--- src/rtl/conv_post_stage_if.sv ---
// conv_post_stage_if: sample stream, requantisation controls and status of the conv post-processing stage
interface conv_post_stage_if #(
  parameter int IN_W = 48,
  parameter int OUT_W = 16,
  parameter int SW = $clog2(IN_W)
);
  logic i_en;
  logic signed [IN_W-1:0] i_data;
  logic [1:0] i_mode;
  logic [SW-1:0] i_shift;
  logic i_sat_clr;
  logic o_en;
  logic signed [OUT_W-1:0] o_data;
  logic o_last;
  logic o_sat;
  modport master (output i_en, i_data, i_mode, i_shift, i_sat_clr, input o_en, o_data, o_last, o_sat);
  modport slave (input i_en, i_data, i_mode, i_shift, i_sat_clr, output o_en, o_data, o_last, o_sat);
endinterface

--- src/rtl/conv_post_stage.sv ---
// conv_post_stage: activation, round/saturate requantisation and optional 2x2 max-pool after the PE
module conv_post_stage #(
  parameter int IN_W = 48,
  parameter int OUT_W = 16,
  parameter int OUT_SIZE = 3,
  parameter int POOL_EN = 0,
  parameter int LEAKY_SHIFT = 3
) (
  input logic i_clk,
  input logic i_rst_n,
  conv_post_stage_if.slave bus
);
  localparam int SW = $clog2(IN_W);
  localparam int CW = OUT_SIZE > 1 ? $clog2(OUT_SIZE) : 1;
  localparam int IW = OUT_SIZE / 2 > 1 ? $clog2(OUT_SIZE / 2) : 1;
  localparam int PL = OUT_SIZE > 1 ? 2 * (OUT_SIZE / 2) - 1 : 0;
  localparam logic [CW-1:0] CMAX = CW'(OUT_SIZE - 1);
  localparam logic [CW-1:0] PMAX = CW'(PL);
  localparam logic signed [IN_W:0] MAXV = {{(IN_W - OUT_W + 2){1'b0}}, {(OUT_W - 1){1'b1}}};
  localparam logic signed [IN_W:0] MINV = {{(IN_W - OUT_W + 2){1'b1}}, {(OUT_W - 1){1'b0}}};
  localparam logic signed [IN_W:0] ONE = 1;
  logic first, hi, lo;
  logic [1:0] mode_e, mode_q, mode_d;
  logic [SW-1:0] shift_e, shift_q, shift_d, s1_q, s1_d;
  logic [CW-1:0] col_q, col_d, row_q, row_d, c1_q, c1_d, r1_q, r1_d, c2_q, c2_d, r2_q, r2_d;
  logic signed [IN_W-1:0] sra, a1_q, a1_d;
  logic signed [IN_W:0] ext, rnd, y;
  logic signed [OUT_W-1:0] q, q2_q, q2_d, prev_q, prev_d, pmax, lbv, po_data_q, po_data_d;
  logic signed [OUT_W-1:0] lb_q [2**IW];
  logic signed [OUT_W-1:0] lb_d [2**IW];
  logic v1_q, v1_d, v2_q, v2_d, sat_q, sat_d, po_en_q, po_en_d, po_last_q, po_last_d;
  always_comb begin
    first = bus.i_en && col_q == '0 && row_q == '0;
    mode_e = first ? bus.i_mode : mode_q;
    shift_e = first ? bus.i_shift : shift_q;
    mode_d = mode_e;
    shift_d = shift_e;
    col_d = bus.i_en ? (col_q == CMAX ? '0 : col_q + CW'(1)) : col_q;
    row_d = bus.i_en && col_q == CMAX ? (row_q == CMAX ? '0 : row_q + CW'(1)) : row_q;
    sra = bus.i_data >>> LEAKY_SHIFT;
    v1_d = bus.i_en;
    a1_d = !bus.i_data[IN_W-1] || mode_e == 2'd0 ? bus.i_data : mode_e == 2'd2 ? sra : '0;
    s1_d = shift_e;
    c1_d = col_q;
    r1_d = row_q;
    // one extra bit keeps the rounding add from wrapping
    ext = {a1_q[IN_W-1], a1_q};
    rnd = s1_q == '0 ? '0 : ONE << (s1_q - SW'(1));
    y = (ext + rnd) >>> s1_q;
    hi = y > MAXV;
    lo = y < MINV;
    q = hi ? MAXV[OUT_W-1:0] : lo ? MINV[OUT_W-1:0] : y[OUT_W-1:0];
    v2_d = v1_q;
    q2_d = v1_q ? q : q2_q;
    c2_d = c1_q;
    r2_d = r1_q;
    sat_d = !bus.i_sat_clr && (sat_q || (v1_q && (hi || lo)));
    lbv = lb_q[IW'(c2_q >> 1)];
    pmax = q2_q > prev_q ? q2_q : prev_q;
    prev_d = v2_q && !c2_q[0] ? q2_q : prev_q;
    lb_d = lb_q;
    if (v2_q && c2_q[0] && !r2_q[0]) lb_d[IW'(c2_q >> 1)] = pmax;
    // odd trailing column/row of an odd-sized map never reaches an odd position
    po_en_d = v2_q && c2_q[0] && r2_q[0];
    po_data_d = po_en_d ? (lbv > pmax ? lbv : pmax) : po_data_q;
    po_last_d = po_en_d && c2_q == PMAX && r2_q == PMAX;
  end
  always_ff @(posedge i_clk or negedge i_rst_n)
    if (!i_rst_n) begin
      mode_q <= '0;
      shift_q <= '0;
      col_q <= '0;
      row_q <= '0;
      v1_q <= 1'b0;
      a1_q <= '0;
      s1_q <= '0;
      c1_q <= '0;
      r1_q <= '0;
      v2_q <= 1'b0;
      q2_q <= '0;
      c2_q <= '0;
      r2_q <= '0;
      sat_q <= 1'b0;
      prev_q <= '0;
      po_en_q <= 1'b0;
      po_data_q <= '0;
      po_last_q <= 1'b0;
    end else begin
      mode_q <= mode_d;
      shift_q <= shift_d;
      col_q <= col_d;
      row_q <= row_d;
      v1_q <= v1_d;
      a1_q <= a1_d;
      s1_q <= s1_d;
      c1_q <= c1_d;
      r1_q <= r1_d;
      v2_q <= v2_d;
      q2_q <= q2_d;
      c2_q <= c2_d;
      r2_q <= r2_d;
      sat_q <= sat_d;
      prev_q <= prev_d;
      po_en_q <= po_en_d;
      po_data_q <= po_data_d;
      po_last_q <= po_last_d;
    end
  always_ff @(posedge i_clk) lb_q <= lb_d;
  assign bus.o_en = POOL_EN != 0 ? po_en_q : v2_q;
  assign bus.o_data = POOL_EN != 0 ? po_data_q : q2_q;
  assign bus.o_last = POOL_EN != 0 ? po_last_q : v2_q && c2_q == CMAX && r2_q == CMAX;
  assign bus.o_sat = sat_q;
endmodule

--- src/flat_wrapper.sv ---
// flat-port wrapper written by rule: the top's interface ports become plain ports
module conv_post_stage_flat 
#(
  parameter int IN_W = 48,
  parameter int OUT_W = 16,
  parameter int OUT_SIZE = 3,
  parameter int POOL_EN = 0,
  parameter int LEAKY_SHIFT = 3
)
  (i_clk, i_rst_n, bus_i_en, bus_i_data, bus_i_mode, bus_i_shift, bus_i_sat_clr, bus_o_en, bus_o_data, bus_o_last, bus_o_sat);
  conv_post_stage_if #(.IN_W(IN_W), .OUT_W(OUT_W)) bus_i ();
  input logic i_clk;
  input logic i_rst_n;
  input wire logic [$bits(bus_i.i_en)-1:0] bus_i_en;
  input wire logic [$bits(bus_i.i_data)-1:0] bus_i_data;
  input wire logic [$bits(bus_i.i_mode)-1:0] bus_i_mode;
  input wire logic [$bits(bus_i.i_shift)-1:0] bus_i_shift;
  input wire logic [$bits(bus_i.i_sat_clr)-1:0] bus_i_sat_clr;
  output wire logic [$bits(bus_i.o_en)-1:0] bus_o_en;
  output wire logic [$bits(bus_i.o_data)-1:0] bus_o_data;
  output wire logic [$bits(bus_i.o_last)-1:0] bus_o_last;
  output wire logic [$bits(bus_i.o_sat)-1:0] bus_o_sat;
  assign bus_i.i_en = bus_i_en;
  assign bus_i.i_data = bus_i_data;
  assign bus_i.i_mode = bus_i_mode;
  assign bus_i.i_shift = bus_i_shift;
  assign bus_i.i_sat_clr = bus_i_sat_clr;
  assign bus_o_en = bus_i.o_en;
  assign bus_o_data = bus_i.o_data;
  assign bus_o_last = bus_i.o_last;
  assign bus_o_sat = bus_i.o_sat;
  conv_post_stage #(.IN_W(IN_W), .OUT_W(OUT_W), .OUT_SIZE(OUT_SIZE), .POOL_EN(POOL_EN), .LEAKY_SHIFT(LEAKY_SHIFT)) u_core (.i_clk(i_clk), .i_rst_n(i_rst_n), .bus(bus_i));
endmodule
--- config.mk ---
export PLATFORM = sky130hd
export DESIGN_NAME = conv_post_stage_flat
export DESIGN_NICKNAME = d
export VERILOG_FILES = /design/src/rtl/conv_post_stage_if.sv /design/src/rtl/conv_post_stage.sv /design/src/flat_wrapper.sv
export SDC_FILE = /design/constraint.sdc
export NUM_CORES = 1
export LEC_CHECK = 0
export CAP_MARGIN = 20
export CORE_MARGIN = 5
export CORE_UTILIZATION = 36
export DETAILED_ROUTE_END_ITERATION = 16
export PLACE_DENSITY = 0.63
export SLEW_MARGIN = 20
export SYNTH_ARGS = -nofsm -noshare
export SYNTH_HDL_FRONTEND = slang
export SYNTH_SLANG_ARGS = --single-unit
--- constraint.sdc ---
create_clock -name i_clk -period 6.6 [get_ports i_clk]
set_input_delay 1.32 -clock i_clk [delete_from_list [all_inputs] [get_ports i_clk]]
set_output_delay 1.32 -clock i_clk [all_outputs]
set_load 0.01 [all_outputs]
=== Word-level counts from Yosys, hierarchy flattened ===
Cells that the tools add are included.

* Flip-flop bits (word level): 87
* Bits of input ports: 60
* Output and inout bits: 19

* Add/subtract/negate cells: 4
* $lt $le $gt $ge: 2
* Equality and inequality tests: 5
* Shifts and indexed selects: 2
* Multiplexer cells: 8
* Reduce and logical (&&, ||, !) cells: 16

{| class="wikitable"
|+ Operator list
! operator !! count
|-
| 48-bit two-way mux || 2
|-
| 48-bit by 49-bit adder with 49-bit output || 1
|-
| 49-bit by 16-bit greater-than comparator with 1-bit output, second input constant || 1
|-
| 49-bit by 16-bit < comparator with 1-bit output, second input constant || 1
|-
| 49-bit two-way mux || 1
|-
| 1-bit by 6-bit << shifter with 49-bit output, first input constant || 1
|-
| 49-bit by 6-bit >>> shifter with 49-bit output || 1
|-
| 16-bit two-way mux || 2
|-
| 2-bit equality test, second input constant || 5
|-
| 1-bit logical AND || 7
|-
| 2-bit zero test || 3
|-
| 6-bit zero test || 1
|-
| 2-bit two-way mux || 3
|-
| 6-bit by 1-bit subtractor with 6-bit output, second input constant || 1
|-
| 2-bit by 1-bit adder with 2-bit output, second input constant || 2
|-
| 1-bit logical OR || 3
|-
| 1-bit zero test || 2
|}

=== Logic depth before layout (Yosys ltp) ===
Gate-level depths: netlist (run 1).

* Depth in word-level cells: 10
* Gate-level depth with buffers: 27

=== Least setup slack after synthesis (run 1) ===
OpenSTA, ideal clock, no wires.

* Path kind: register to register
* From: register u_core.s1_q[2]
* To: register u_core.q2_q[10] (netlist: u_core.bus.o_data[10])
* Library setup time: 0.147 ns
* Arrival time: 6.567 ns
* Setup slack: -0.115 ns
* Cell stages (with the launch flop): 27
* Period minus slack after synthesis: 6.715 ns
* Cells stage by stage: dfrtp_1 clkbuf_1 clkbuf_1 clkbuf_1 buf_1 buf_1 buf_1 clkbuf_1 buf_1 nor3_1 ha_1 buf_2 and4_1 a21boi_1 o21ai_2 a21boi_1 o221a_1 or4_4 a2111oi_4 o311ai_1 o41ai_2 nand4bb_1 nor4_2 a41oi_1 o21ai_2 buf_6 o311ai_2

* Word-level cells in the longest chain between the ends: 8

{| class="wikitable"
|+ Ends and longest elaborated chain
! element !! RTL line !! text
|-
| start, declared || conv_post_stage.sv:24 || <nowiki>logic [SW-1:0] shift_e, shift_q, shift_d, s1_q, s1_d;</nowiki>
|-
| start signal, assigned || conv_post_stage.sv:76 || <nowiki>s1_q <= '0;</nowiki>
|-
| start signal, assigned || conv_post_stage.sv:95 || <nowiki>s1_q <= s1_d;</nowiki>
|-
| 6-bit by 1-bit subtractor with 6-bit output || conv_post_stage.sv:48 || <nowiki>rnd = s1_q == '0 ? '0 : ONE << (s1_q - SW'(1));</nowiki>
|-
| 1-bit by 6-bit << shifter with 49-bit output || conv_post_stage.sv:48 ||
|-
| 49-bit two-way mux || conv_post_stage.sv:48 ||
|-
| 48-bit by 49-bit adder with 49-bit output || conv_post_stage.sv:49 || <nowiki>y = (ext + rnd) >>> s1_q;</nowiki>
|-
| 49-bit by 6-bit >>> shifter with 49-bit output (*) || conv_post_stage.sv:49 ||
|-
| 49-bit by 16-bit < comparator with 1-bit output || conv_post_stage.sv:51 || <nowiki>lo = y < MINV;</nowiki>
|-
| 16-bit two-way mux || conv_post_stage.sv:52 || <nowiki>q = hi ? MAXV[OUT_W-1:0] : lo ? MINV[OUT_W-1:0] : y[OUT_W-1:0];</nowiki>
|-
| 16-bit two-way mux (*) || conv_post_stage.sv:52 ||
|-
| end signal, assigned || conv_post_stage.sv:99 || <nowiki>q2_q <= q2_d;</nowiki>
|-
| end, declared || conv_post_stage.sv:28 || <nowiki>logic signed [OUT_W-1:0] q, q2_q, q2_d, prev_q, prev_d, pmax, lbv, po_data_q, po_data_d;</nowiki>
|}

Every way passes the cells marked *; elsewhere a longest branch is shown, timed or not.
A chain may end at the register's enable or synchronous reset.

=== Worst setup path after layout (run 1) ===
* From: register u_core.s1_q[4]
* To: register u_core.q2_q[0] (netlist: u_core.bus.o_data[0])

The elaborated chain is that of the path after synthesis.

==> results.py, run 1 <==
metrics = {
    "power": {
        "p_sw_share_pct": 55.3,
        "irDropWorstVdd_mv": 0.354,
        "p_total_uw": 8390,
        "p_comb_share_pct": 82.5,
        "seqPwrFrac_pct": 10.0,
        "internal-power_uw": 3760,
        "leakage_uw": 0.00617,
        "power.density_nw_per_um2": 553,
        "pwr-share-clk_pct": 7.5,
        "power.switching_uw": 4640,
    },
    "die": {
        "dieArea_um2": 38100,
        "num_rows": 67,
        "core_um2": 33700,
        "die_h_um": 195,
        "start_util_pct": 36.6,
        "io-pin-count": 79,
        "die_x_um": 195,
    },
    "sta": {
        "setup_viol": 0,
        "max_slew_margin_pct": 33.9,
        "hold_viol_final": 0,
        "fin_crit_ps": 6420,
        "finalCritPeriodShare_pct": 97.2,
        "worstMarginPinSlew_ps": 979,
        "rsz0062_at_grt": "no",
        "hold_slack_ps": 349,
        "clock_skew_ps": 12.9,
        "clock.fmax_mhz": 156,
        "final-max-slew-violation-count": 0,
    },
    "synth": {
        "synth_edf_count": 0,
        "synthCells": 1612,
        "synth.largest_area_cell": "dfrtp_1",
        "synth-seq-cells": 87,
        "syn_area_um2": 12300,
        "postSynthAreaPerCell_um2": 7.66,
        "synth_nets": 1721,
        "synth_top_cell_area_share_pct": 17.6,
        "synth_seq_area_share_pct": 17.6,
        "yosysWarnings": 0,
        "async_reset_ff_share_pct": 100,
        "synth.distinct_cells": 110,
        "ys.flop_type": "dfrtp_1",
        "synth_top_cells_by_area": "dfrtp_1 18%, nor2_1 5.9%, nand2_1 5.6%",
    },
    "cells_and_area": {
        "seqCellArea_um2": 2180,
        "final_cell_count_no_fill": 2247,
        "multi_input_area_um2": 9600,
        "fillerInstances": 3478,
        "fin_util_pct": 45.0,
        "areaGrowthSynthToFinish_pct": 23.0,
        "n_antenna_cell": 0,
        "finalNetCount": 1903,
        "drive_gt1_share_pct": 19.7,
    },
    "clock_network": {
        "cts_inserted_buffers": 9,
        "cts_root_buf": "clkbuf_16",
        "clk_path_buf_depth": 2,
        "cts_tree": "yes",
        "htreeDepth": 3,
        "cts.sinks": 87,
        "path_clk_slew_ps": 70,
        "insertion_delay_ps": 370,
    },
    "worst_setup_path": {
        "worstPathArrival_ps": 6660,
        "startpoint_type": "flip-flop",
        "end_kind": "flip-flop",
        "critPathKind": "reg2reg",
        "crit_fanout": 9,
        "worstPathRequired_ps": 6850,
    },
    "placed_design": {
        "placed_cells": 2230,
        "gp_congestion": 1.07,
        "port-buffer-count": 78,
        "hpwl_um": 49100,
    },
    "routing": {
        "vias_per_cell": 6.55,
        "drt-total-wl_um": 60300,
        "drt-wirelength-per-cell_um": 26.8,
        "remaining_drc_errors": 0,
        "via_count": 14700,
        "antenna_left": 0,
        "drtPass1Iterations": 6,
        "drt_iter0_markers": 1960,
    },
    "global_routing": {
        "grt_pass1_vias": 14200,
        "grt_max_degree": 55,
        "gr-total-overflow": 0,
        "grt_pass1_wl_um": 89900,
        "track_usage_pct": 30.4,
        "antenna_found_initial": 1,
    },
    "job": {
        "drv_cap": 0,
    },
    "run_status": {
        "run_status": "complete, no violations",
    },
    "worst_hold_path": {
        "hold_path_class": "reg2reg",
    },
}
## layer usage
layer | part of all wire (%) | vias to the layer above | global-route usage (%) | wire (µm)
li1 | - | 6617 | - | -
met5 | 0.022 | - | 0 | 13
met1 | 44 | 7090 | 43.2 | 26400
met4 | 3.6 | 2 | 10.2 | 2150
met2 | 43 | 855 | 46.5 | 25800
met3 | 9.9 | 146 | 5.82 | 5980
## synth_stat cells, drive strengths merged (17+ instances only)
library cell and count:
a211oi 28, a21o 20, a21oi 109, a22o 52
and3 18, buf 61, clkbuf 55, dfrtp 87
ha 48, inv 25, mux2 19, mux2i 46
mux4 20, nand2 183, nand3 32, nand4 49
nor2 201, nor3 53, o211ai 37, o21a 27
o21ai 107, o311ai 17, xnor2 22
## flip-flops by register name, summed over array words and instances (netlist names)
signal             count
u_core.c2_q            2
u_core.c1_d            2
u_core.s1_q            6
u_core.c1_q            2
u_core.v1_q            1
u_core.mode_q          2
u_core.r1_q            2
u_core.r2_q            2
u_core.bus.o_data     16
u_core.a1_q           48
u_core.r1_d            2
u_core.bus.o_sat       1
u_core.bus.o_en        1
## layout make-up
type                    instances  share of cell area, %
inverters                      28                  0.692
well taps                     448                   3.69
clock inverters                 7                  0.832
multi-input cells            1381                   63.2
repair buffers                287                   15.7
flip-flops and latches         87                   14.4
clock buffers                   9                   1.48
## power by group through the flow
| stage | clock network, µW | registers [µW] | logic [µW] |
|---|---|---|---|
| detailed placement | 0 | 846 | 6630 |
| global route | 663 | 858 | 7250 |
| finish | 628 | 840 | 6930 |
| global placement | 0 | 843 | 6720 |
| CTS | 639 | 837 | 6660 |
| floorplan | 0 | 825 | 3830 |
## metrics by stage
step           area, µm²  TNS, ps  worst slack, ps
5_1_grt            15200        0             1.07
2_1_floorplan      12300        0              116
6_report           15200        0              183
3_5_place_dp       14800        0             31.8
3_3_place_gp       14800    -8.27            -8.27
4_1_cts            15100        0             9.62
## path summary, 6_finish.rpt
kind	startpoint	end	slack, ps	depth (start not counted)
setup reg to reg	u_core.s1_q[4]	u_core.bus.o_data[0]	180	21
max in group asynchronous	i_rst_n	u_core.s1_q[2]	4610	2
hold / removal	u_core.r1_q[1]	u_core.r2_q[1]	350	0
hold reg to reg	u_core.r1_q[1]	u_core.r2_q[1]	350	0
setup / recovery	u_core.s1_q[4]	u_core.bus.o_data[0]	180	21
min in group asynchronous	i_rst_n	u_core.a1_q[20]	880	1
## layout by cell type, fill, tap and decap left out, types with 27 or more instances in the layout
cell type | Yosys | final
nand2_1 | 183 | 182
dfrtp_1 | 87 | 85
o21a_1 | 27 | 27
o21ai_1 | 32 | 29
nand3_1 | 31 | 31
buf_4 | 10 | 207
nor3_1 | 49 | 48
nand4_1 | 45 | 45
o211ai_1 | 37 | 37
ha_1 | 48 | 48
clkdlybuf4s50_1 | 0 | 77
a22o_1 | 52 | 52
nor2_1 | 195 | 192
o21ai_0 | 72 | 71
mux2i_1 | 45 | 45
a21oi_1 | 98 | 97
## critical path: stages (launching register included)
cell	delay, ps
dfrtp_1	420
nor2_2	400
nand2_1	360
nor2_1	310
ha_1	400
a21oi_1	250
o21ai_0	310
a21o_1	340
or2_1	270
o311ai_2	360
buf_4	190
inv_2	50
mux4_2	540
a22oi_1	320
o221ai_1	190
a211o_1	340
nor4b_1	310
buf_4	170
nand4_1	130
a221oi_2	370
buf_4	180
o22ai_1	80
## repair_timing
action | CTS | global route
gates resized for setup | 0 | 14
endpoints found under the setup margin | 0 | 16
buffers inserted | 0 | 1
hold buffers | 0 | 0
## kinds of logic (layout without fill, tap and decap cells)
kind of cell | after synthesis | count (layout) | share of synthesized area, %
AO/OA/AOI/OAI | 583 | 583 | 35.6
XOR/XNOR | 33 | 33 | 2.34
adder cells (fa/ha/maj) | 49 | 49 | 5.03
buffers and inverters | 144 | 331 | 5.09
flip-flops | 87 | 87 | 17.6
multiplexers | 85 | 85 | 9.21
AND/OR/NAND/NOR | 631 | 631 | 25.1
No activity file was read; power rests on OpenSTA's default activity.
==> run 2, diff against run 1 <==
- SETUP_SLACK_MARGIN: unset -> 0.3
- clock period: 6.6 -> 5.4 ns (I/O delays scaled with it)
==> results.py, run 2 (synthesized netlist as in run 1, its figures left out) <==
metrics = {
    "power": {
        "power.density_nw_per_um2": 634,
        "leakage_uw": 0.00890,
        "irDropWorstVdd_mv": 0.346,
    },
    "run_status": {
        "violations": "negative setup slack",
        "run_status": "finished, violations left",
    },
    "worst_setup_path": {
        "crit_top_cell": "buf_4",
        "ff2ff_path_depth": 23,
        "endpoint": "u_core.bus.o_data[2]",
        "slowest_delay_ps": 530,
        "startpoint": "u_core.s1_q[3]",
        "crit_fanout": 9,
        "startpoint_type": "flip-flop",
        "r2r_end": "u_core.bus.o_data[2]",
        "critPathBufInv": 5,
        "critPathKind": "reg2reg",
        "slowest_stage": "a222oi_1",
        "worstPathArrival_ps": 5840,
        "cp_cell_sequence": "buf_4 -> nor2_4 -> nand2_8 -> nor2_4 -> ha_4 -> o211ai_1 -> o211ai_1 -> nand4_1 -> a211o_4 -> buf_4 -> a21oi_4 -> nor2_1 -> a222oi_1 -> o311a_4 -> buf_6 -> nor2_1 -> a2111o_1 -> nor4_2 -> buf_4 -> a41oi_4 -> o21ai_4 -> clkbuf_16 -> o311ai_1",
        "r2r-start": "u_core.s1_q[3]",
        "worstPathRequired_ps": 5640,
        "critPathTopFamily": "compound AO/OA/AOI/OAI gates",
        "cp_num_cells": 23,
        "end_kind": "flip-flop",
        "reg2reg_setup_slack_ps": -200,
    },
    "die": {
        "dieArea_um2": 38100,
        "io-pin-count": 79,
        "die_x_um": 195,
        "num_rows": 67,
        "start_util_pct": 36.6,
        "core_um2": 33700,
        "die_h_um": 195,
    },
    "global_routing": {
        "gr-total-overflow": 0,
        "grt_max_degree": 56,
        "grt_pass1_vias": 16500,
        "track_usage_pct": 33.6,
        "grt_pass1_wl_um": 100000,
        "antenna_found_initial": 2,
    },
    "sta": {
        "setup_viol": 16,
        "final-max-slew-violation-count": 0,
        "rsz0062_at_grt": "yes",
        "finalCritPeriodShare_pct": 104,
        "clock_skew_ps": 7.68,
        "max_slew_margin_pct": 43.8,
        "tns_ps": -2780,
        "hold_viol_final": 0,
        "fin_crit_ps": 5600,
        "final.setup.worst_slack_ps": -204,
        "worstMarginPinSlew_ps": 840,
        "clock.fmax_mhz": 178,
    },
    "clock_network": {
        "cts_inserted_buffers": 9,
        "cts_tree": "yes",
        "hold_buffers": 0,
        "htreeDepth": 3,
        "insertion_delay_ps": 370,
        "path_clk_slew_ps": 70,
        "cts_root_buf": "clkbuf_16",
        "clk_path_buf_depth": 2,
        "cts.sinks": 87,
    },
    "routing": {
        "drt-total-wl_um": 68200,
        "drtPass1Iterations": 6,
        "vias_per_cell": 6.24,
        "via_count": 17100,
        "drt-wirelength-per-cell_um": 25.0,
        "remaining_drc_errors": 0,
        "drt_iter0_markers": 2022,
        "antenna_left": 0,
    },
    "cells_and_area": {
        "fin_util_pct": 61.6,
        "final_area_um2": 20700,
        "final_common_cell": "buf_4",
        "drive_gt1_share_pct": 46.7,
        "largest_register_ff_count": 48,
        "largest-register": "u_core.a1_q",
        "fillerInstances": 2979,
        "finalNetCount": 2385,
        "areaGrowthSynthToFinish_pct": 68.0,
        "mostFrequentLayoutCells": "644 x buf_4, 160 x nand2_1, 158 x nor2_1",
    },
    "job": {
        "drv_cap": 0,
    },
    "placed_design": {
        "port-buffer-count": 78,
        "gp_congestion": 1.07,
        "hpwl_um": 53600,
        "pre_cts_ws_ps": -760,
        "place_area_um2": 18000,
    },
    "worst_hold_path": {
        "hold_path_class": "reg2reg",
    },
}
-- run 2: layout make-up --
class,instances,area (µm²),area share (%)
diodes,2,5.00,0.0241
clock buffers,9,225,1.09
flip-flops and latches,87,2180,10.5
repair buffers,768,6290,30.3
inverters,28,113,0.543
clock inverters,7,103,0.495
well taps,448,561,2.70
multi-input cells,1382,11300,54.3
-- run 2: power by group --
part | leakage [µW] | internal (µW) | total, µW | switching [µW]
combinational | 0.00770 | 5120 | 11400 | 6270
sequential | 0.00104 | 888 | 1060 | 169
clock | 0.000157 | 411 | 714 | 304
total | 0.00890 | 6420 | 13200 | 6740
-- run 2: layer usage --
| layer | vias to the layer above | part of all wire, % | track usage (%) |
|---|---|---|---|
| met5 | - | 0 | 0 |
| met3 | 197 | 11 | 7.81 |
| met1 | 8270 | 41 | 46.3 |
| met2 | 967 | 43 | 51.6 |
| met4 | 0 | 4.7 | 12.4 |
| li1 | 7621 | - | - |
-- run 2: repair_timing --
item	CTS	global route
pin swaps	72	73
cloned	1	2
endpoints found under the setup margin	16	16
gates resized for setup	207	155
buffers inserted	37	45
-- run 2: worst register-to-register path, delay by kind of cell, from the launching register on --
kind,cells,cell delay (ps)
AOI/OAI and AO/OA,10,2950
adders and majority gates,1,150
DFF,1,390
buffers and inverters,5,900
and+or+nand+nor,7,1090
-- run 2: worst min-delay path by stage --
stage | slack, ps | cells past startpoint | endpoint | from
2_1_floorplan | 330 | 0 | u_core.c2_q[0] | u_core.c1_q[0]
3_3_place_gp | 330 | 0 | u_core.c2_q[1] | u_core.c1_q[1]
3_5_place_dp | 330 | 0 | u_core.c2_q[1] | u_core.c1_q[1]
4_1_cts | 350 | 0 | u_core.c2_q[1] | u_core.c1_q[1]
5_1_grt | 360 | 0 | u_core.r2_q[0] | u_core.r1_q[0]
6_report | 350 | 0 | u_core.c2_q[1] | u_core.c1_q[1]
-- run 2: through the flow --
stage	total power [µW]	cells	hold WS [ps]
final	13200	2731	349
after global routing	13700	2729	359
after CTS	12100	2682	351
after detailed placement	10600	2628	335
after global placement	10600	2628	332
after floorplan	5870	1612	331
